==> src/rtl/bullet_controller.sv <==
// bullet_controller
//   Motion engine for a single bullet slot of one tank. A rising edge on the
//   fire button launches a bullet from the tank's muzzle. The bullet moves
//   once per frame strobe and reflects off the arena edges. It retires when
//   its move budget runs out or when the collision checker flags a hit.
//   After retirement the slot waits out a re-arm cooldown before it can fire
//   again.
//
// Ports
//   Clk, Reset                 system clock, asynchronous active-high reset
//   frame_clk                  frame strobe (rising edge = one frame tick)
//   fire                       fire button level (0->1 edge launches)
//   Tank_X_Pos, Tank_Y_Pos     tank centre
//   Tank_Dir                   facing, 0 = up, clockwise in 45-degree steps
//   TBCollided                 tank-bullet collision flag
//   Bullet_X_Pos, Bullet_Y_Pos bullet position (registered)
//   isBulletActive             bullet in flight (registered)
//   fire_ack                   one-cycle launch pulse (registered)
module bullet_controller #(
  parameter int BULLET_SPEED = 2,
  parameter int SPAWN_OFFSET = 12,
  parameter int LIFETIME     = 600,
  parameter int COOLDOWN     = 30,
  parameter int X_MIN        = 0,
  parameter int X_MAX        = 639,
  parameter int Y_MIN        = 0,
  parameter int Y_MAX        = 479
) (
  input  logic       Clk,
  input  logic       Reset,
  input  logic       frame_clk,
  input  logic       fire,
  input  logic [9:0] Tank_X_Pos,
  input  logic [9:0] Tank_Y_Pos,
  input  logic [2:0] Tank_Dir,
  input  logic       TBCollided,
  output logic [9:0] Bullet_X_Pos,
  output logic [9:0] Bullet_Y_Pos,
  output logic       isBulletActive,
  output logic       fire_ack
);

  localparam logic signed [11:0] SPD  = 12'(BULLET_SPEED);
  localparam logic signed [11:0] OFF  = 12'(SPAWN_OFFSET);
  localparam logic signed [11:0] XLO  = 12'(X_MIN);
  localparam logic signed [11:0] XHI  = 12'(X_MAX);
  localparam logic signed [11:0] YLO  = 12'(Y_MIN);
  localparam logic signed [11:0] YHI  = 12'(Y_MAX);
  localparam logic [11:0]        LIFE = 12'(LIFETIME);
  localparam logic [7:0]         CD   = 8'(COOLDOWN);

  typedef enum logic [1:0] {S_IDLE, S_ACTIVE, S_COOLDOWN} state_t;

  typedef struct packed {
    logic [9:0]        pos;
    logic signed [11:0] vel;
  } axis_t;

  // Unit direction: {dx, dy}, each 2-bit signed. Screen y grows downward.
  function automatic logic [3:0] dir_unit(input logic [2:0] d);
    case (d)
      3'd0:    return {2'b00, 2'b11};
      3'd1:    return {2'b01, 2'b11};
      3'd2:    return {2'b01, 2'b00};
      3'd3:    return {2'b01, 2'b01};
      3'd4:    return {2'b00, 2'b01};
      3'd5:    return {2'b11, 2'b01};
      3'd6:    return {2'b11, 2'b00};
      default: return {2'b11, 2'b11};
    endcase
  endfunction

  function automatic logic signed [11:0] scale(input logic [1:0] d,
                                               input logic signed [11:0] mag);
    case (d)
      2'b01:   return mag;
      2'b11:   return -mag;
      default: return '0;
    endcase
  endfunction

  // Muzzle position: tank centre plus offset, pinned inside the arena.
  function automatic logic [9:0] spawn(input logic [9:0] c,
                                       input logic signed [11:0] off,
                                       input logic signed [11:0] lo,
                                       input logic signed [11:0] hi);
    logic signed [11:0] n;
    n = $signed({2'b00, c}) + off;
    if (n > hi)      n = hi;
    else if (n < lo) n = lo;
    return n[9:0];
  endfunction

  // One frame step on one axis; an overshoot past a wall is mirrored back
  // inside and the velocity sign flips.
  function automatic axis_t move_axis(input logic [9:0] pos,
                                      input logic signed [11:0] vel,
                                      input logic signed [11:0] lo,
                                      input logic signed [11:0] hi);
    logic signed [11:0] n;
    axis_t r;
    n = $signed({2'b00, pos}) + vel;
    r.vel = vel;
    if (n > hi) begin
      n = (hi <<< 1) - n;
      r.vel = -vel;
    end else if (n < lo) begin
      n = (lo <<< 1) - n;
      r.vel = -vel;
    end
    r.pos = n[9:0];
    return r;
  endfunction

  state_t             state, state_n;
  logic [9:0]         pos_x, pos_x_n, pos_y, pos_y_n;
  logic signed [11:0] vel_x, vel_x_n, vel_y, vel_y_n;
  logic [11:0]        life_cnt, life_cnt_n;
  logic [7:0]         cd_cnt, cd_cnt_n;
  logic               frame_prev, fire_prev;
  logic               active, active_n, ack, ack_n;
  logic               fire_edge, tick;
  logic [3:0]         unit;
  axis_t              mx, my;

  // Registers
  always_ff @(posedge Clk or posedge Reset) begin
    if (Reset) begin
      state      <= S_IDLE;
      pos_x      <= '0;
      pos_y      <= '0;
      vel_x      <= '0;
      vel_y      <= '0;
      life_cnt   <= '0;
      cd_cnt     <= '0;
      frame_prev <= 1'b0;
      // Treat the button as already held so a press spanning reset is inert.
      fire_prev  <= 1'b1;
      active     <= 1'b0;
      ack        <= 1'b0;
    end else begin
      state      <= state_n;
      pos_x      <= pos_x_n;
      pos_y      <= pos_y_n;
      vel_x      <= vel_x_n;
      vel_y      <= vel_y_n;
      life_cnt   <= life_cnt_n;
      cd_cnt     <= cd_cnt_n;
      frame_prev <= frame_clk;
      fire_prev  <= fire;
      active     <= active_n;
      ack        <= ack_n;
    end
  end

  // Next-state and datapath
  always_comb begin
    state_n    = state;
    pos_x_n    = pos_x;
    pos_y_n    = pos_y;
    vel_x_n    = vel_x;
    vel_y_n    = vel_y;
    life_cnt_n = life_cnt;
    cd_cnt_n   = cd_cnt;
    active_n   = active;
    ack_n      = 1'b0;
    fire_edge  = fire & ~fire_prev;
    tick       = frame_clk & ~frame_prev;
    unit       = dir_unit(Tank_Dir);
    mx         = move_axis(pos_x, vel_x, XLO, XHI);
    my         = move_axis(pos_y, vel_y, YLO, YHI);

    case (state)
      S_IDLE: begin
        if (fire_edge) begin
          vel_x_n    = scale(unit[3:2], SPD);
          vel_y_n    = scale(unit[1:0], SPD);
          pos_x_n    = spawn(Tank_X_Pos, scale(unit[3:2], OFF), XLO, XHI);
          pos_y_n    = spawn(Tank_Y_Pos, scale(unit[1:0], OFF), YLO, YHI);
          life_cnt_n = LIFE;
          active_n   = 1'b1;
          ack_n      = 1'b1;
          state_n    = S_ACTIVE;
        end
      end
      S_ACTIVE: begin
        // A hit wins over a coincident tick, so the bullet freezes in place.
        if (TBCollided || (tick && life_cnt == 12'd0)) begin
          cd_cnt_n = CD;
          active_n = 1'b0;
          state_n  = S_COOLDOWN;
        end else if (tick) begin
          pos_x_n    = mx.pos;
          vel_x_n    = mx.vel;
          pos_y_n    = my.pos;
          vel_y_n    = my.vel;
          life_cnt_n = life_cnt - 12'd1;
        end
      end
      S_COOLDOWN: begin
        if (cd_cnt == 8'd0) state_n = S_IDLE;
        else if (tick)      cd_cnt_n = cd_cnt - 8'd1;
      end
      default: state_n = S_IDLE;
    endcase
  end

  assign Bullet_X_Pos   = pos_x;
  assign Bullet_Y_Pos   = pos_y;
  assign isBulletActive = active;
  assign fire_ack       = ack;

endmodule

==> config.mk <==
export PLATFORM = sky130hd
export DESIGN_NAME = bullet_controller
export DESIGN_NICKNAME = d
export VERILOG_FILES = /design/src/rtl/bullet_controller.sv
export SDC_FILE = /design/constraint.sdc
export NUM_CORES = 1
export LEC_CHECK = 0
export BUFFER_PORTS_ARGS = -buffer_cell sky130_fd_sc_hd__buf_2
export CORE_MARGIN = 2
export CORE_UTILIZATION = 30
export CTS_BUF_LIST = sky130_fd_sc_hd__clkbuf_4
export DETAILED_ROUTE_END_ITERATION = 6
export GPL_TIMING_DRIVEN = 0
export HOLD_SLACK_MARGIN = 0.15
export PLACE_DENSITY = 0.49
export SLEW_MARGIN = 20
export SYNTH_ARGS = -nofsm -noshare
export SYNTH_HDL_FRONTEND = slang
export SYNTH_SLANG_ARGS = --single-unit
==> constraint.sdc <==
create_clock -name Clk -period 5.2 [get_ports Clk]
set_input_delay 1.04 -clock Clk [delete_from_list [all_inputs] [get_ports Clk]]
set_output_delay 1.04 -clock Clk [all_outputs]
set_load 0.01 [all_outputs]
## Yosys cells after proc, flatten, opt, wreduce, memory -nomap -nowiden

Index checks and enable logic that the tools add are counted.

| word-level totals | value |
|---|---|
| input port bits | 28 |
| register bits | 70 |
| output and inout bits | 22 |
| word-level logic and storage cells | 124 |

| operators by class | value |
|---|---|
| reductions and logical operators | 14 |
| equality and inequality tests | 21 |
| mux-type cells | 54 |
| add/sub/neg operators | 12 |
| bitwise logic cells | 4 |
| $lt $le $gt $ge | 8 |

Operators with widths:

| cell | count |
|---|---|
| two-way mux 12 bit | 17 |
| case mux 12 bit (2 select lines) | 7 |
| two-way mux 10 bit | 14 |
| adder 11 x 12 -> 12 bit | 4 |
| < comparator 12 x 1 -> 1 bit, second input constant | 4 |
| case mux 10 bit (2 select lines) | 2 |
| case mux 4 bit (7 select lines) | 1 |
| greater-than comparator 12 x 10 -> 1 bit, second input constant | 2 |
| greater-than comparator 12 x 11 -> 1 bit, second input constant | 2 |
| two-way mux 8 bit | 3 |
| negation 12 bit | 2 |
| subtractor 1 x 10 -> 10 bit, first input constant | 2 |
| case mux 8 bit (2 select lines) | 1 |
| inequality test 2 bit, second input constant | 7 |
| logical NOT 12 bit | 1 |
| subtractor 12 x 1 -> 12 bit, second input constant | 1 |
| AND reduction 5 bit | 2 |
| subtractor 8 x 10 -> 10 bit, first input constant | 1 |
| subtractor 9 x 10 -> 10 bit, first input constant | 1 |
| == test 3 bit, second input constant | 3 |
| logical NOT 8 bit | 1 |
| AND reduction 4 bit | 2 |
| subtractor 8 x 1 -> 8 bit, second input constant | 1 |
| == test 2 x 1 -> 1 bit, second input constant | 3 |
| other kinds (16) | 29 |

## Logic depth before layout (Yosys ltp)

Gate-level depths: netlist (run 1).

| depth | value |
|---|---|
| word-level depth | 12 |
| gate-level depth with buffers | 12 |
| depth with buffers taken out | 12 |

## Least setup slack after synthesis (run 1)

OpenSTA, ideal clock, no wires.

| timing | value |
|---|---|
| path kind | input port to flip-flop |
| from | input port Tank_Dir[2] |
| to | register pos_y[3], in the netlist Bullet_Y_Pos[3] |
| slack | 1.695 ns |
| buffers on the path | 1 |
| library setup time | 0.132 ns |
| data required time | 5.068 ns |
| cell stages on the path | 10 |
| arrival time | 3.373 ns |
| cells stage by stage | mux2_2 fa_1 clkbuf_1 or4_1 o31ai_1 xor2_1 o211a_1 or2_1 a221oi_1 a21oi_1 |

| on the way | value |
|---|---|
| word-level cells in the longest chain between the ends | 12 |
| elaborated cells on any way between the ends | 20 |
| classes of those cells | add/sub (1); order compare (2); eq/ne (8); mux (8); reduce/logical (1) |

RTL lines:

| element | line | source |
|---|---|---|
| start: declaration | 35 | `input logic [2:0] Tank_Dir,` |
| == test 3 bit, or another cell as far along | 61 | `case (d)` |
| case mux 4 bit (7 select lines) * | 61 |  |
| == test 2 bit / == test 2 x 1 -> 1 bit (equally long branches) | 75 | `case (d)` |
| case mux 12 bit (2 select lines) * | 75 |  |
| two-way mux 12 bit * | 175 | `if (fire_edge) begin` |
| two-way mux 12 bit * | 173 | `case (state)` |
| adder 11 x 12 -> 12 bit * | 88 | `n = $signed({2'b00, c}) + off;` |
| < comparator 12 x 1 -> 1 bit | 90 | `else if (n < lo) n = lo;` |
| two-way mux 10 bit | 90 |  |
| two-way mux 10 bit * | 89 | `if (n > hi) n = hi;` |
| two-way mux 10 bit * | 175 |  |
| case mux 10 bit (2 select lines) * | 173 |  |
| end signal: assignment | 144 | `pos_y <= pos_y_n;` |
| end: declaration | 116 | `logic [9:0] pos_x, pos_x_n, pos_y, pos_y_n;` |

Mark *: on every way between the ends. The rest lies on a longest branch, timed or not. The select of a mux whose other input is x is not followed.
A chain may end at the register's enable or synchronous reset.

## Worst setup path after layout (run 1)

| timing | value |
|---|---|
| from | input port Tank_Dir[1] |
| to | register pos_x[6], in the netlist Bullet_X_Pos[6] |

| on the way | value |
|---|---|
| word-level cells in the longest chain between the ends | 12 |
| elaborated cells on any way between the ends | 20 |
| classes of those cells | add/sub (1); order compare (2); eq/ne (8); mux (8); reduce/logical (1) |

RTL lines:

| element | line | source |
|---|---|---|
| == test 3 bit, or another cell as far along | 61 |  |
| case mux 4 bit (7 select lines) * | 61 |  |
| == test 2 bit / == test 2 x 1 -> 1 bit (equally long branches) | 75 |  |
| case mux 12 bit (2 select lines) * | 75 |  |
| two-way mux 12 bit * | 175 |  |
| two-way mux 12 bit * | 173 |  |
| adder 11 x 12 -> 12 bit * | 88 |  |
| < comparator 12 x 1 -> 1 bit | 90 |  |
| two-way mux 10 bit | 90 |  |
| two-way mux 10 bit * | 89 |  |
| two-way mux 10 bit * | 175 |  |
| case mux 10 bit (2 select lines) * | 173 |  |
| end signal: assignment | 143 | `pos_x <= pos_x_n;` |
| end: declaration | 116 |  |

Marks and branches as above.

==> flow_summary.html, run 1 <==
<table>
<tr><th>Metric</th><th>Value</th></tr>
<tr><th colspan="2">Cells and area</th></tr>
<tr><td>Share of cells above drive strength 1</td><td>14.4%</td></tr>
<tr><td>Layout Area Growth over Synthesis</td><td>11.2%</td></tr>
<tr><td>Final layout net count</td><td>929</td></tr>
<tr><th colspan="2">Die</th></tr>
<tr><td>Die W</td><td>152 um</td></tr>
<tr><td>Top-Level Pins</td><td>50</td></tr>
<tr><td>Effective utilization at floorplan</td><td>30.2%</td></tr>
<tr><td>Die Y-Extent</td><td>152 um</td></tr>
<tr><td>Floorplan row count</td><td>54</td></tr>
<tr><td>Floorplan core area</td><td>between 0.02 and 0.025 mm2</td></tr>
<tr><td>Area enclosed by the die boundary</td><td>0.0230 mm2</td></tr>
<tr><th colspan="2">Setup path</th></tr>
<tr><td>CP Launch Type</td><td>primary input</td></tr>
<tr><td>Startpoint-to-endpoint class of the critical path</td><td>in2reg</td></tr>
<tr><td>Largest fanout on the critical path</td><td>8</td></tr>
<tr><td>Worst EP arrival</td><td>3.83 ns</td></tr>
<tr><td>CP Data Required Time</td><td>5.53 ns</td></tr>
<tr><td>Type of destination of the critical path</td><td>register</td></tr>
<tr><th colspan="2">Clock network</th></tr>
<tr><td>CTS-repair resized insts</td><td>0</td></tr>
<tr><td>Worst-skew pair later-pin latency</td><td>0.44 ns</td></tr>
<tr><td>Number of clock buffers inserted by TritonCTS</td><td>9</td></tr>
<tr><td>Setup fix buffers added after clock tree synthesis</td><td>0</td></tr>
<tr><td>Clock transition at the register clock pins on the worst setup and hold paths after CTS</td><td>0.13 ns</td></tr>
<tr><td>Number of H-tree levels</td><td>3</td></tr>
<tr><td># hold bufs at CTS</td><td>0</td></tr>
<tr><td>Clock tree from TritonCTS</td><td>yes</td></tr>
<tr><td>Clock sink count</td><td>68</td></tr>
<tr><td>Clock tree buffer depth</td><td>2</td></tr>
<tr><td>Clk root buf</td><td>sky130_fd_sc_hd__clkbuf_4</td></tr>
<tr><th colspan="2">Global route</th></tr>
<tr><td>Antenna violations before repair</td><td>1</td></tr>
<tr><td>Aggregate global routing overflow</td><td>0</td></tr>
<tr><td>Total GRT Usage</td><td>18.4%</td></tr>
<tr><td>Via count of the first global-routing pass</td><td>6026</td></tr>
<tr><td>Global-route wire length before repair</td><td>approximately 33000 um</td></tr>
<tr><td>Maximum number of pins on one net before global-route repair</td><td>38</td></tr>
<tr><th colspan="2">Logic synthesis</th></tr>
<tr><td>Top cells by area in the synthesized netlist</td><td>sky130_fd_sc_hd__dfrtp_1 (26%), sky130_fd_sc_hd__ha_1 (6.5%), sky130_fd_sc_hd__nor2_1 (4.4%), sky130_fd_sc_hd__xnor2_1 (4.4%), sky130_fd_sc_hd__a21oi_1 (3.7%)</td></tr>
<tr><td>Post-synthesis sequential area ratio</td><td>26.0%</td></tr>
<tr><td>Yosys top cell by area</td><td>sky130_fd_sc_hd__dfrtp_1</td></tr>
<tr><td>FFs w/ async S/R, synth</td><td>100%</td></tr>
<tr><td>Area of the mapped netlist</td><td>about 0.0065 mm2</td></tr>
<tr><td>Number of storage elements in the synthesis netlist</td><td>68</td></tr>
<tr><td>Flip-flop cell with the highest count after synthesis</td><td>sky130_fd_sc_hd__dfrtp_1</td></tr>
<tr><td>Yosys top cell area share</td><td>25.6%</td></tr>
<tr><td>Cells after synthesis</td><td>around 800</td></tr>
<tr><td>Post-Syn Area per Cell</td><td>roughly 8.1 um2</td></tr>
<tr><td>Number of enable-type register cells in the synthesized netlist</td><td>0</td></tr>
<tr><td>Number of warning messages in the yosys log</td><td>0</td></tr>
<tr><td>Post-synthesis cell type count</td><td>between 90 and 100</td></tr>
<tr><th colspan="2">Run</th></tr>
<tr><td>Max Cap Violations</td><td>0</td></tr>
<tr><th colspan="2">Timing</th></tr>
<tr><td>Total negative slack</td><td>0 ns</td></tr>
<tr><td>Final Skew</td><td>0.0186 ns</td></tr>
<tr><td>Final setup violation count</td><td>0</td></tr>
<tr><td>Maximum achievable frequency</td><td>0.286 GHz</td></tr>
<tr><td>Setup repair after global routing missed its margin</td><td>false</td></tr>
<tr><td>Count of final max-slew check failures</td><td>0</td></tr>
<tr><td>Shortest period the worst path allows</td><td>about 3.5 ns</td></tr>
<tr><td>Portion of the clock cycle consumed by the worst path in the final layout</td><td>67.3%</td></tr>
<tr><td>Fin. Hold Viols</td><td>0</td></tr>
<tr><td>Final setup margin</td><td>1.70 ns</td></tr>
<tr><td>Rel. slew slack</td><td>36.8%</td></tr>
<tr><td>Worst-Margin Slew</td><td>0.945 ns</td></tr>
<tr><th colspan="2">Routing</th></tr>
<tr><td>Antenna-violating nets left</td><td>0</td></tr>
<tr><td>DRC viols</td><td>0</td></tr>
<tr><td>Via count</td><td>between 6k and 7k</td></tr>
<tr><td>Total iterations of the first detailed-routing run</td><td>5</td></tr>
<tr><td>Wire length after detailed routing</td><td>20500 um</td></tr>
<tr><td>Routed length per placed instance</td><td>17.9 um</td></tr>
<tr><td>Vias per inst</td><td>5.54</td></tr>
<tr><td>Number of violations reported at the end of detailed-routing iteration 0</td><td>between 300 and 400</td></tr>
<tr><th colspan="2">Pwr</th></tr>
<tr><td>PD cells</td><td>785 mW/mm2</td></tr>
<tr><td>Worst vdd rail ir drop</td><td>0.644 mV</td></tr>
<tr><td>Static leakage power</td><td>between 2 and 3 nW</td></tr>
<tr><td>Total chip power</td><td>5.71 mW</td></tr>
<tr><th colspan="2">Place</th></tr>
<tr><td>DP HPWL</td><td>15900 um</td></tr>
<tr><td>Number of I/O port buffers</td><td>46</td></tr>
<tr><td>Final estimated routing congestion in global placement</td><td>0.835</td></tr>
<tr><td>DP Worst Slack</td><td>1.28 ns</td></tr>
<tr><th colspan="2">Min path</th></tr>
<tr><td>Hold/Removal Path Class</td><td>reg2reg</td></tr>
<tr><th colspan="2">Run status</th></tr>
<tr><td>Outcome</td><td>finished clean</td></tr>
</table>
## metrics by stage
stage	hold WS, ns	instances	utilization [%]	area (um2)
5_1_grt	0.566	1149	33.6	7270
2_1_floorplan	0.480	805	-	6540
4_1_cts	0.539	1148	33.6	7270
6_report	0.534	1149	33.6	7270
3_3_place_gp	0.517	1131	33.0	7120
3_5_place_dp	0.515	1132	33.1	7160
## placed cells by master, fill, tap and decap left out, types with 33 or more instances in the layout
cell type / instances
sky130_fd_sc_hd__ha_1: 34
sky130_fd_sc_hd__a21oi_1: 49
sky130_fd_sc_hd__nor2_1: 77
sky130_fd_sc_hd__xnor2_1: 33
sky130_fd_sc_hd__dfrtp_1: 67
sky130_fd_sc_hd__buf_2: 57
sky130_fd_sc_hd__nor3_1: 33
sky130_fd_sc_hd__inv_1: 40
sky130_fd_sc_hd__o21ai_0: 38
sky130_fd_sc_hd__nand2_1: 55
## routing by layer
metal  up-vias  track usage, %  wire, um
met5         -               0         0
met4         0            4.31       262
met3        12            2.10       722
met2       120            30.5      9620
met1      3074            25.6      9920
li1       3155               -         -
## worst paths after layout
path / endpoint / startpoint / slack (ns) / depth (start not counted)
setup / recovery: Bullet_X_Pos[6] / Tank_Dir[1] / 1.70 / 12
hold / removal: cd_cnt[1] / state[1] / 0.53 / 1
setup reg to reg: Bullet_X_Pos[9] / vel_x[1] / 1.74 / 10
hold reg to reg: cd_cnt[1] / state[1] / 0.53 / 1
max in group asynchronous: Bullet_X_Pos[1] / Reset / 4.04 / 3
min in group asynchronous: cd_cnt[5] / Reset / 0.58 / 2
## Yosys cell counts (4+ instances only)
| cell type | count |
|---|---|
| sky130_fd_sc_hd__ha_1 | 34 |
| sky130_fd_sc_hd__a311oi_1 | 4 |
| sky130_fd_sc_hd__o211ai_1 | 13 |
| sky130_fd_sc_hd__o21ai_0 | 38 |
| sky130_fd_sc_hd__buf_4 | 5 |
| sky130_fd_sc_hd__o22a_1 | 14 |
| sky130_fd_sc_hd__nand2b_1 | 10 |
| sky130_fd_sc_hd__dfrtp_1 | 67 |
| sky130_fd_sc_hd__o21ai_2 | 5 |
| sky130_fd_sc_hd__nor3_1 | 33 |
| sky130_fd_sc_hd__nor4_1 | 12 |
| sky130_fd_sc_hd__o2111ai_1 | 5 |
| sky130_fd_sc_hd__nor2_1 | 77 |
| sky130_fd_sc_hd__a21oi_1 | 49 |
| sky130_fd_sc_hd__fa_1 | 4 |
| sky130_fd_sc_hd__or4_1 | 7 |
| sky130_fd_sc_hd__o21a_1 | 7 |
| sky130_fd_sc_hd__or2_2 | 5 |
| sky130_fd_sc_hd__or3_1 | 19 |
| sky130_fd_sc_hd__and2_1 | 5 |
| sky130_fd_sc_hd__o22ai_1 | 6 |
| sky130_fd_sc_hd__xor2_1 | 17 |
| sky130_fd_sc_hd__nand3_1 | 22 |
| sky130_fd_sc_hd__o31ai_1 | 7 |
| sky130_fd_sc_hd__a21o_1 | 7 |
| sky130_fd_sc_hd__nand4_1 | 11 |
| sky130_fd_sc_hd__a31oi_1 | 30 |
| sky130_fd_sc_hd__inv_1 | 41 |
| sky130_fd_sc_hd__and3_1 | 14 |
| sky130_fd_sc_hd__a211oi_1 | 5 |
| sky130_fd_sc_hd__mux2i_1 | 6 |
| sky130_fd_sc_hd__o21ai_1 | 7 |
| sky130_fd_sc_hd__nor3b_1 | 7 |
| sky130_fd_sc_hd__buf_2 | 11 |
| sky130_fd_sc_hd__xnor2_1 | 33 |
| sky130_fd_sc_hd__nand2_1 | 55 |
| sky130_fd_sc_hd__clkbuf_1 | 18 |
| sky130_fd_sc_hd__and4_1 | 4 |
## worst max-delay path, cell delays in order
cell and delay (ns):
sky130_fd_sc_hd__buf_2 0.14, sky130_fd_sc_hd__nor2_1 0.28, sky130_fd_sc_hd__nor2_1 0.14, sky130_fd_sc_hd__ha_1 0.29, sky130_fd_sc_hd__a21o_1 0.22, sky130_fd_sc_hd__or4_1 0.55, sky130_fd_sc_hd__a21bo_2 0.23, sky130_fd_sc_hd__a22oi_1 0.19
sky130_fd_sc_hd__o21ai_1 0.13, sky130_fd_sc_hd__a21oi_2 0.27, sky130_fd_sc_hd__o211ai_1 0.13, sky130_fd_sc_hd__o22a_1 0.20
## cell type report
class | instances | area [um2]
fillers | 2376 | 14300
multi-input cells | 657 | 4490
flip-flops and latches | 68 | 1700
well taps | 280 | 350
repair buffers | 47 | 250
plain buffers | 38 | 198
inverters | 42 | 160
clock buffers | 10 | 75.1
clock inverters | 6 | 40.0
diodes | 1 | 2.50
## cell families after synthesis
| kind of cell | count (synthesis) | synth area share [%] |
|---|---|---|
| AO/OA/AOI/OAI | 260 | 28.8 |
| XOR/XNOR | 50 | 6.70 |
| adder cells (fa/ha/maj) | 38 | 7.73 |
| buffers and inverters | 80 | 5.43 |
| flip-flops | 68 | 26.0 |
| multiplexers | 8 | 1.26 |
| other | 1 | 0.0573 |
| AND/OR/NAND/NOR | 299 | 24.0 |
## where the power goes
part	internal, mW	switching [mW]	total, mW
Clock	0.102	0.212	0.314
Sequential	0.729	0.301	1.03
Combinational	1.70	2.67	4.37
Total	2.53	3.18	5.71
## sequential cells by signal, summed over array words and instances (netlist names)
| signal | flops |
|---|---|
| vel_x | 11 |
| cd_cnt | 8 |
| Bullet_X_Pos | 10 |
| isBulletActive | 1 |
| vel_y | 11 |
| Bullet_Y_Pos | 10 |
| frame_prev | 1 |
| state | 2 |
| fire_ack | 1 |
| life_cnt | 12 |
| fire_prev | 1 |
No activity file was read; power rests on OpenSTA's default activity.
==> run 2, diff against run 1 <==
PLACE_DENSITY = 0.5   (was 0.49)
clock period = 2.9 ns   (was 5.2 ns; I/O delays follow)
==> flow_summary.html, run 2 (synthesized netlist as in run 1, its figures left out) <==
<table>
<tr><th>Metric</th><th>Value</th></tr>
<tr><th colspan="2">Global route</th></tr>
<tr><td>Via count of the first global-routing pass</td><td>6223</td></tr>
<tr><td>Maximum number of pins on one net before global-route repair</td><td>40</td></tr>
<tr><td>Top Usage Layer GRT</td><td>met2</td></tr>
<tr><td>M3 GR Usage</td><td>2.66%</td></tr>
<tr><td>Total GRT Usage</td><td>18.8%</td></tr>
<tr><td>Global-route met2 utilization</td><td>30.9%</td></tr>
<tr><td>M1 GR Usage</td><td>26.0%</td></tr>
<tr><td>Aggregate global routing overflow</td><td>0</td></tr>
<tr><td>Global-route wire length before repair</td><td>around 34000 um</td></tr>
<tr><td>Antenna violations before repair</td><td>1</td></tr>
<tr><th colspan="2">Die</th></tr>
<tr><td>Floorplan row count</td><td>54</td></tr>
<tr><td>Die W</td><td>152 um</td></tr>
<tr><td>Effective utilization at floorplan</td><td>30.2%</td></tr>
<tr><td>Top-Level Pins</td><td>50</td></tr>
<tr><td>Die Y-Extent</td><td>152 um</td></tr>
<tr><td>Floorplan core area</td><td>between 0.02 and 0.025 mm2</td></tr>
<tr><td>Area enclosed by the die boundary</td><td>0.0230 mm2</td></tr>
<tr><th colspan="2">Place</th></tr>
<tr><td>Final estimated routing congestion in global placement</td><td>0.845</td></tr>
<tr><td>DP HPWL</td><td>15400 um</td></tr>
<tr><td>Number of I/O port buffers</td><td>46</td></tr>
<tr><th colspan="2">Min path</th></tr>
<tr><td>Hold/Removal Path Class</td><td>in2reg</td></tr>
<tr><th colspan="2">Setup path</th></tr>
<tr><td>Setup slack on the worst flop-to-flop path</td><td>-0.06 ns</td></tr>
<tr><td>Type of destination of the critical path</td><td>register</td></tr>
<tr><td>Dominant delay contributor by cell family on the critical path</td><td>compound AO/OA/AOI/OAI gates</td></tr>
<tr><td>Worst EP arrival</td><td>3.32 ns</td></tr>
<tr><td>Worst reg2reg path endpoint</td><td>vel_y[5]</td></tr>
<tr><td>Count of cell instances traversed by the critical path</td><td>10</td></tr>
<tr><td>Depth of the worst register-to-register path</td><td>10</td></tr>
<tr><td>Critical path, cell by cell</td><td>ha_4 -&gt; o21ai_4 -&gt; a21oi_4 -&gt; or3_1 -&gt; a41o_1 -&gt; a311o_2 -&gt; o31ai_4 -&gt; buf_6 -&gt; a31oi_1 -&gt; o22a_1</td></tr>
<tr><td>Worst reg2reg startpoint</td><td>vel_y[3]</td></tr>
<tr><td>CP Data Required Time</td><td>3.26 ns</td></tr>
<tr><td>Startpoint-to-endpoint class of the critical path</td><td>reg2reg</td></tr>
<tr><td>Buf/Inv on CP</td><td>1</td></tr>
<tr><td>Max stage delay on crit path</td><td>0.47 ns</td></tr>
<tr><td>Last element of the critical path</td><td>vel_y[5]</td></tr>
<tr><td>Largest fanout on the critical path</td><td>6</td></tr>
<tr><td>Standard cell with the maximum stage delay on the critical path</td><td>sky130_fd_sc_hd__dfrtp_2</td></tr>
<tr><td>CP Launch Type</td><td>register</td></tr>
<tr><td>Critical path launch point</td><td>vel_y[3]</td></tr>
<tr><th colspan="2">Timing</th></tr>
<tr><td>Count of final max-slew check failures</td><td>0</td></tr>
<tr><td>Rel. slew slack</td><td>52.7%</td></tr>
<tr><td>Maximum achievable frequency</td><td>0.338 GHz</td></tr>
<tr><td>Setup repair after global routing missed its margin</td><td>true</td></tr>
<tr><td>Final Skew</td><td>0.0190 ns</td></tr>
<tr><td>Final setup margin</td><td>-0.0565 ns</td></tr>
<tr><td>Worst-Margin Slew</td><td>approximately 0.71 ns</td></tr>
<tr><td>Shortest period the worst path allows</td><td>2.96 ns</td></tr>
<tr><td>Fin. Hold Viols</td><td>0</td></tr>
<tr><td>Final setup violation count</td><td>10</td></tr>
<tr><td>Portion of the clock cycle consumed by the worst path in the final layout</td><td>102%</td></tr>
<tr><th colspan="2">Run status</th></tr>
<tr><td>Violations in the final reports</td><td>negative setup slack</td></tr>
<tr><td>Outcome</td><td>finished, violations left</td></tr>
<tr><th colspan="2">Cells and area</th></tr>
<tr><td>Number of flip-flops in the largest register</td><td>12</td></tr>
<tr><td>Layout Area Growth over Synthesis</td><td>24.6%</td></tr>
<tr><td>Final layout net count</td><td>around 970</td></tr>
<tr><td>Util after Layout</td><td>37.7%</td></tr>
<tr><td>Seq. cell area</td><td>0.00172 mm2</td></tr>
<tr><td>Most common cell after layout, fill and taps aside</td><td>sky130_fd_sc_hd__nor2_1</td></tr>
<tr><td>Share of cells above drive strength 1</td><td>between 20% and 30%</td></tr>
<tr><td>Fill cell total of the finished layout</td><td>~2.3k</td></tr>
<tr><td>Top Registers</td><td>life_cnt x12, vel_x x11, vel_y x11</td></tr>
<tr><td>Commonest non-fill, non-tap cells in the layout</td><td>sky130_fd_sc_hd__nor2_1 (71), sky130_fd_sc_hd__dfrtp_1 (57), sky130_fd_sc_hd__nand2_1 (54), sky130_fd_sc_hd__buf_2 (51), sky130_fd_sc_hd__buf_4 (44)</td></tr>
<tr><td>Most flops, register</td><td>life_cnt</td></tr>
<tr><td>Area of combinational cells with multiple inputs</td><td>0.00495 mm2</td></tr>
<tr><th colspan="2">Routing</th></tr>
<tr><td>Number of violations reported at the end of detailed-routing iteration 0</td><td>between 400 and 500</td></tr>
<tr><td>Vias per inst</td><td>5.51</td></tr>
<tr><td>Via count</td><td>6560</td></tr>
<tr><td>Total iterations of the first detailed-routing run</td><td>5</td></tr>
<tr><td>DRC viols</td><td>0</td></tr>
<tr><td>Antenna-violating nets left</td><td>0</td></tr>
<tr><td>Wire length after detailed routing</td><td>about 21000 um</td></tr>
<tr><td>Routed length per placed instance</td><td>~18 um</td></tr>
<tr><th colspan="2">Clock network</th></tr>
<tr><td>Number of clock buffers inserted by TritonCTS</td><td>9</td></tr>
<tr><td>Clock sink count</td><td>68</td></tr>
<tr><td>Clock tree buffer depth</td><td>2</td></tr>
<tr><td>Clock transition at the register clock pins on the worst setup and hold paths after CTS</td><td>0.13 ns</td></tr>
<tr><td>Clock tree from TritonCTS</td><td>yes</td></tr>
<tr><td>Worst-skew pair later-pin latency</td><td>0.47 ns</td></tr>
<tr><td>Number of H-tree levels</td><td>3</td></tr>
<tr><td>Clk root buf</td><td>sky130_fd_sc_hd__clkbuf_4</td></tr>
<tr><th colspan="2">Run</th></tr>
<tr><td>Max Cap Violations</td><td>0</td></tr>
</table>
[run 2: changes by cell type in the layout (fill, tap and decap cells not counted), moves of 7 or more]
cell	before	now
sky130_fd_sc_hd__dfrtp_1	67	57
sky130_fd_sc_hd__a21oi_1	49	41
sky130_fd_sc_hd__ha_1	34	19
sky130_fd_sc_hd__buf_4	5	44
sky130_fd_sc_hd__ha_2	0	10
sky130_fd_sc_hd__buf_6	3	10
sky130_fd_sc_hd__dfrtp_2	0	10
[run 2: per-layer routing]
metal,vias to the layer above,routed length (um)
li1,3227,-
met4,0,276
met3,19,920
met5,-,0
met1,3157,10100
met2,157,10100
[run 2: worst min path at each step]
stage	startpoint	end	cells past startpoint
global route	fire	fire_prev	1
global placement	life_cnt[6]	life_cnt[6]	2
floorplan	state[0]	isBulletActive	1
CTS	fire	fire_prev	1
finish	fire	fire_prev	1
detailed placement	life_cnt[6]	life_cnt[6]	2
[run 2: per-stage QoR]
| stage | area (um2) | std cells | TNS (ns) | setup slack (ns) | hold WS [ns] |
|---|---|---|---|---|---|
| 6_report | 8150 | 1191 | -0.216 | -0.0565 | 0.243 |
| 4_1_cts | 7800 | 1174 | 0 | 0.00315 | 0.217 |
| 3_3_place_gp | 7180 | 1131 | -48.99 | -0.634 | 0.510 |
| 2_1_floorplan | 6600 | 805 | 0 | 0.00602 | 0.480 |
| 3_5_place_dp | 7220 | 1132 | -13.82 | -0.635 | 0.512 |
| 5_1_grt | 8150 | 1191 | -1.91 | -0.170 | 0.212 |
[run 2: timing repair]
item | 4_1_cts | 5_1_grt
gates resized for setup | 60 | 62
setup buffers | 26 | 15
pin swaps | 9 | 26
setup endpoints to repair | 39 | 39
cloned | 0 | 2
hold buffers | 1 | 0
hold endpoints to repair | 29 | 0
[run 2: cell type report]
| class | count | share of cell area, % |
|---|---|---|
| Tap cell | 280 | 4.30 |
| Clock inverter | 7 | 0.829 |
| Sequential cell | 68 | 21.1 |
| Clock buffer | 9 | 0.829 |
| Buffer | 36 | 2.87 |
| Timing Repair Buffer | 91 | 7.30 |
| Multi-Input combinational cell | 657 | 60.8 |
| Inverter | 42 | 1.97 |
| Antenna cell | 1 | 0.0307 |
Power of run 2 is not shown: default switching activity piles up to over one toggle a cycle in this logic, so the estimate is an artifact.
==> run 3, diff against run 2 <==
REMOVE_ABC_BUFFERS = 1   (was unset)
==> flow_summary.html, run 3 (synthesized netlist as in run 1, its figures left out) <==
<table>
<tr><th>Metric</th><th>Value</th></tr>
<tr><th colspan="2">Min path</th></tr>
<tr><td>Hold/Removal Path Class</td><td>in2reg</td></tr>
<tr><td>Min-delay src</td><td>fire</td></tr>
<tr><td>End point of the most critical hold path</td><td>fire_prev</td></tr>
<tr><td>Hold Path Stages</td><td>1</td></tr>
<tr><th colspan="2">Setup path</th></tr>
<tr><td>Type of destination of the critical path</td><td>register</td></tr>
<tr><td>Depth of the worst register-to-register path</td><td>10</td></tr>
<tr><td>CP Data Required Time</td><td>3.26 ns</td></tr>
<tr><td>Worst reg2reg startpoint</td><td>vel_y[9]</td></tr>
<tr><td>Largest fanout on the critical path</td><td>6</td></tr>
<tr><td>Worst reg2reg path endpoint</td><td>vel_y[5]</td></tr>
<tr><td>CP Launch Type</td><td>primary input</td></tr>
<tr><td>Setup slack on the worst flop-to-flop path</td><td>-0.03 ns</td></tr>
<tr><td>Worst EP arrival</td><td>between 3 and 4 ns</td></tr>
<tr><td>Startpoint-to-endpoint class of the critical path</td><td>in2reg</td></tr>
<tr><th colspan="2">Die</th></tr>
<tr><td>Die Y-Extent</td><td>152 um</td></tr>
<tr><td>Die W</td><td>152 um</td></tr>
<tr><td>Top-Level Pins</td><td>50</td></tr>
<tr><td>Floorplan row count</td><td>54</td></tr>
<tr><td>Floorplan core area</td><td>0.0216 mm2</td></tr>
<tr><td>Effective utilization at floorplan</td><td>about 30%</td></tr>
<tr><td>Area enclosed by the die boundary</td><td>0.0230 mm2</td></tr>
<tr><th colspan="2">Timing</th></tr>
<tr><td>Count of final max-slew check failures</td><td>0</td></tr>
<tr><td>Worst-Margin Slew</td><td>0.715 ns</td></tr>
<tr><td>Shortest period the worst path allows</td><td>2.98 ns</td></tr>
<tr><td>Final setup margin</td><td>-0.0827 ns</td></tr>
<tr><td>Rel. slew slack</td><td>51.6%</td></tr>
<tr><td>Maximum achievable frequency</td><td>0.335 GHz</td></tr>
<tr><td>Portion of the clock cycle consumed by the worst path in the final layout</td><td>103%</td></tr>
<tr><td>Fin. Hold Viols</td><td>0</td></tr>
<tr><td>Total negative slack</td><td>-0.123 ns</td></tr>
<tr><td>Final setup violation count</td><td>5</td></tr>
<tr><td>Final Skew</td><td>0.0230 ns</td></tr>
<tr><td>Setup repair after global routing missed its margin</td><td>true</td></tr>
<tr><th colspan="2">Routing</th></tr>
<tr><td>DRC viols</td><td>0</td></tr>
<tr><td>Wire length after detailed routing</td><td>20700 um</td></tr>
<tr><td>Antenna-violating nets left</td><td>0</td></tr>
<tr><td>Via count</td><td>6634</td></tr>
<tr><td>Total iterations of the first detailed-routing run</td><td>4</td></tr>
<tr><td>Vias per inst</td><td>5.58</td></tr>
<tr><td>Routed length per placed instance</td><td>17.4 um</td></tr>
<tr><td>Number of violations reported at the end of detailed-routing iteration 0</td><td>447</td></tr>
<tr><th colspan="2">Global route</th></tr>
<tr><td>Aggregate global routing overflow</td><td>0</td></tr>
<tr><td>Total GRT Usage</td><td>18.2%</td></tr>
<tr><td>Antenna violations before repair</td><td>1</td></tr>
<tr><td>Via count of the first global-routing pass</td><td>6289</td></tr>
<tr><td>Global-route wire length before repair</td><td>33300 um</td></tr>
<tr><td>Maximum number of pins on one net before global-route repair</td><td>37</td></tr>
<tr><th colspan="2">Place</th></tr>
<tr><td>Final estimated routing congestion in global placement</td><td>0.837</td></tr>
<tr><td>DP HPWL</td><td>14100 um</td></tr>
<tr><td>Instance area at placement</td><td>0.00702 mm2</td></tr>
<tr><td>DP Worst Slack</td><td>-0.951 ns</td></tr>
<tr><td>Number of I/O port buffers</td><td>49</td></tr>
<tr><th colspan="2">Cells and area</th></tr>
<tr><td>Top Registers</td><td>life_cnt x12, vel_x x11, vel_y x11</td></tr>
<tr><td>Post-layout instance area</td><td>0.00837 mm2</td></tr>
<tr><td>Most flops, register</td><td>life_cnt</td></tr>
<tr><td>Final layout net count</td><td>969</td></tr>
<tr><td>Most common cell after layout, fill and taps aside</td><td>sky130_fd_sc_hd__nor2_1</td></tr>
<tr><td>Number of flip-flops in the largest register</td><td>12</td></tr>
<tr><td>Layout Area Growth over Synthesis</td><td>28.0%</td></tr>
<tr><td>Share of cells above drive strength 1</td><td>29.4%</td></tr>
<tr><td>Commonest non-fill, non-tap cells in the layout</td><td>sky130_fd_sc_hd__nor2_1 (73), sky130_fd_sc_hd__buf_4 (62), sky130_fd_sc_hd__dfrtp_1 (55), sky130_fd_sc_hd__nand2_1 (53), sky130_fd_sc_hd__buf_2 (49)</td></tr>
<tr><td>Fill cell total of the finished layout</td><td>2265</td></tr>
<tr><th colspan="2">Clock network</th></tr>
<tr><td>Number of H-tree levels</td><td>3</td></tr>
<tr><td>Worst-skew pair later-pin latency</td><td>0.46 ns</td></tr>
<tr><td>Clock transition at the register clock pins on the worst setup and hold paths after CTS</td><td>0.14 ns</td></tr>
<tr><td>Number of clock buffers inserted by TritonCTS</td><td>9</td></tr>
<tr><td>Clk root buf</td><td>sky130_fd_sc_hd__clkbuf_4</td></tr>
<tr><td>Clock sink count</td><td>68</td></tr>
<tr><td>Clock tree from TritonCTS</td><td>yes</td></tr>
<tr><td>Clock tree buffer depth</td><td>2</td></tr>
<tr><th colspan="2">Run status</th></tr>
<tr><td>Outcome</td><td>finished, violations left</td></tr>
<tr><td>Violations in the final reports</td><td>negative setup slack</td></tr>
<tr><th colspan="2">Run</th></tr>
<tr><td>Max Cap Violations</td><td>0</td></tr>
</table>
-- run 3: cell count changes in the layout (fill, tap and decap cells not counted), sizes merged --
| cell | delta |
|---|---|
| a311o | +1 |
| buf | +14 |
| clkbuf | -19 |
| clkinv | -2 |
| inv | +2 |
| o31ai | +2 |
-- run 3: cell type report --
cell class	instances	area, um2	share of cell area, %
diodes	1	2.50	0.0299
clock buffers	9	67.6	0.807
clock inverters	7	81.3	0.971
inverters	42	164	1.96
multi-input cells	660	5110	61.0
flip-flops and latches	68	1720	20.5
well taps	280	350	4.18
repair buffers	122	885	10.6
-- run 3: timing repair --
item,4_1_cts,5_1_grt
buffers inserted,51,19
cloned,3,0
pin swaps,24,13
gates resized for setup,73,54
hold buffers,1,0
setup endpoints to repair,46,43
hold endpoints to repair,31,0
-- run 3: worst max-delay path, cell delays in order --
cell and delay, ns:
sky130_fd_sc_hd__buf_2 0.16, sky130_fd_sc_hd__nand2b_1 0.19, sky130_fd_sc_hd__ha_2 0.23, sky130_fd_sc_hd__inv_1 0.07, sky130_fd_sc_hd__fa_2 0.44, sky130_fd_sc_hd__or4_1 0.54, sky130_fd_sc_hd__o31ai_1 0.10, sky130_fd_sc_hd__xor2_1 0.14
sky130_fd_sc_hd__o211a_1 0.16, sky130_fd_sc_hd__o31ai_1 0.46, sky130_fd_sc_hd__nand2_1 0.13, sky130_fd_sc_hd__o2111a_1 0.15
-- run 3: how the worst max path moves through the flow --
| stage | start | endpoint | slack (ns) | cells past startpoint |
|---|---|---|---|---|
| after floorplan | Bullet_X_Pos[2] | vel_x[11] | -0.48 | 9 |
| after global placement | state[1] | vel_x[2] | -1.51 | 7 |
| after detailed placement | state[1] | vel_x[11] | -0.95 | 7 |
| after CTS | vel_y[2] | Bullet_Y_Pos[4] | -0.03 | 10 |
| after global routing | vel_y[9] | vel_y[5] | -0.15 | 10 |
| final | Tank_Dir[0] | Bullet_Y_Pos[1] | -0.08 | 12 |
-- run 3: routing by layer --
layer	track usage, %	vias up	share of wire (%)
met3	2.10	21	3.4
met4	5.56	0	2.2
li1	-	3240	-
met1	25.9	3214	48
met2	28.9	159	46
met5	0	-	0
-- run 3: stage by stage --
stage | instances | util (%) | hold slack [ns]
global route | 1189 | 38.7 | 0.202
finish | 1189 | 38.7 | 0.233
floorplan | 767 | - | 0.480
global placement | 1096 | 32.1 | 0.505
detailed placement | 1098 | 32.5 | 0.504
CTS | 1169 | 36.9 | 0.194
Power of run 3 is left out for the same reason.
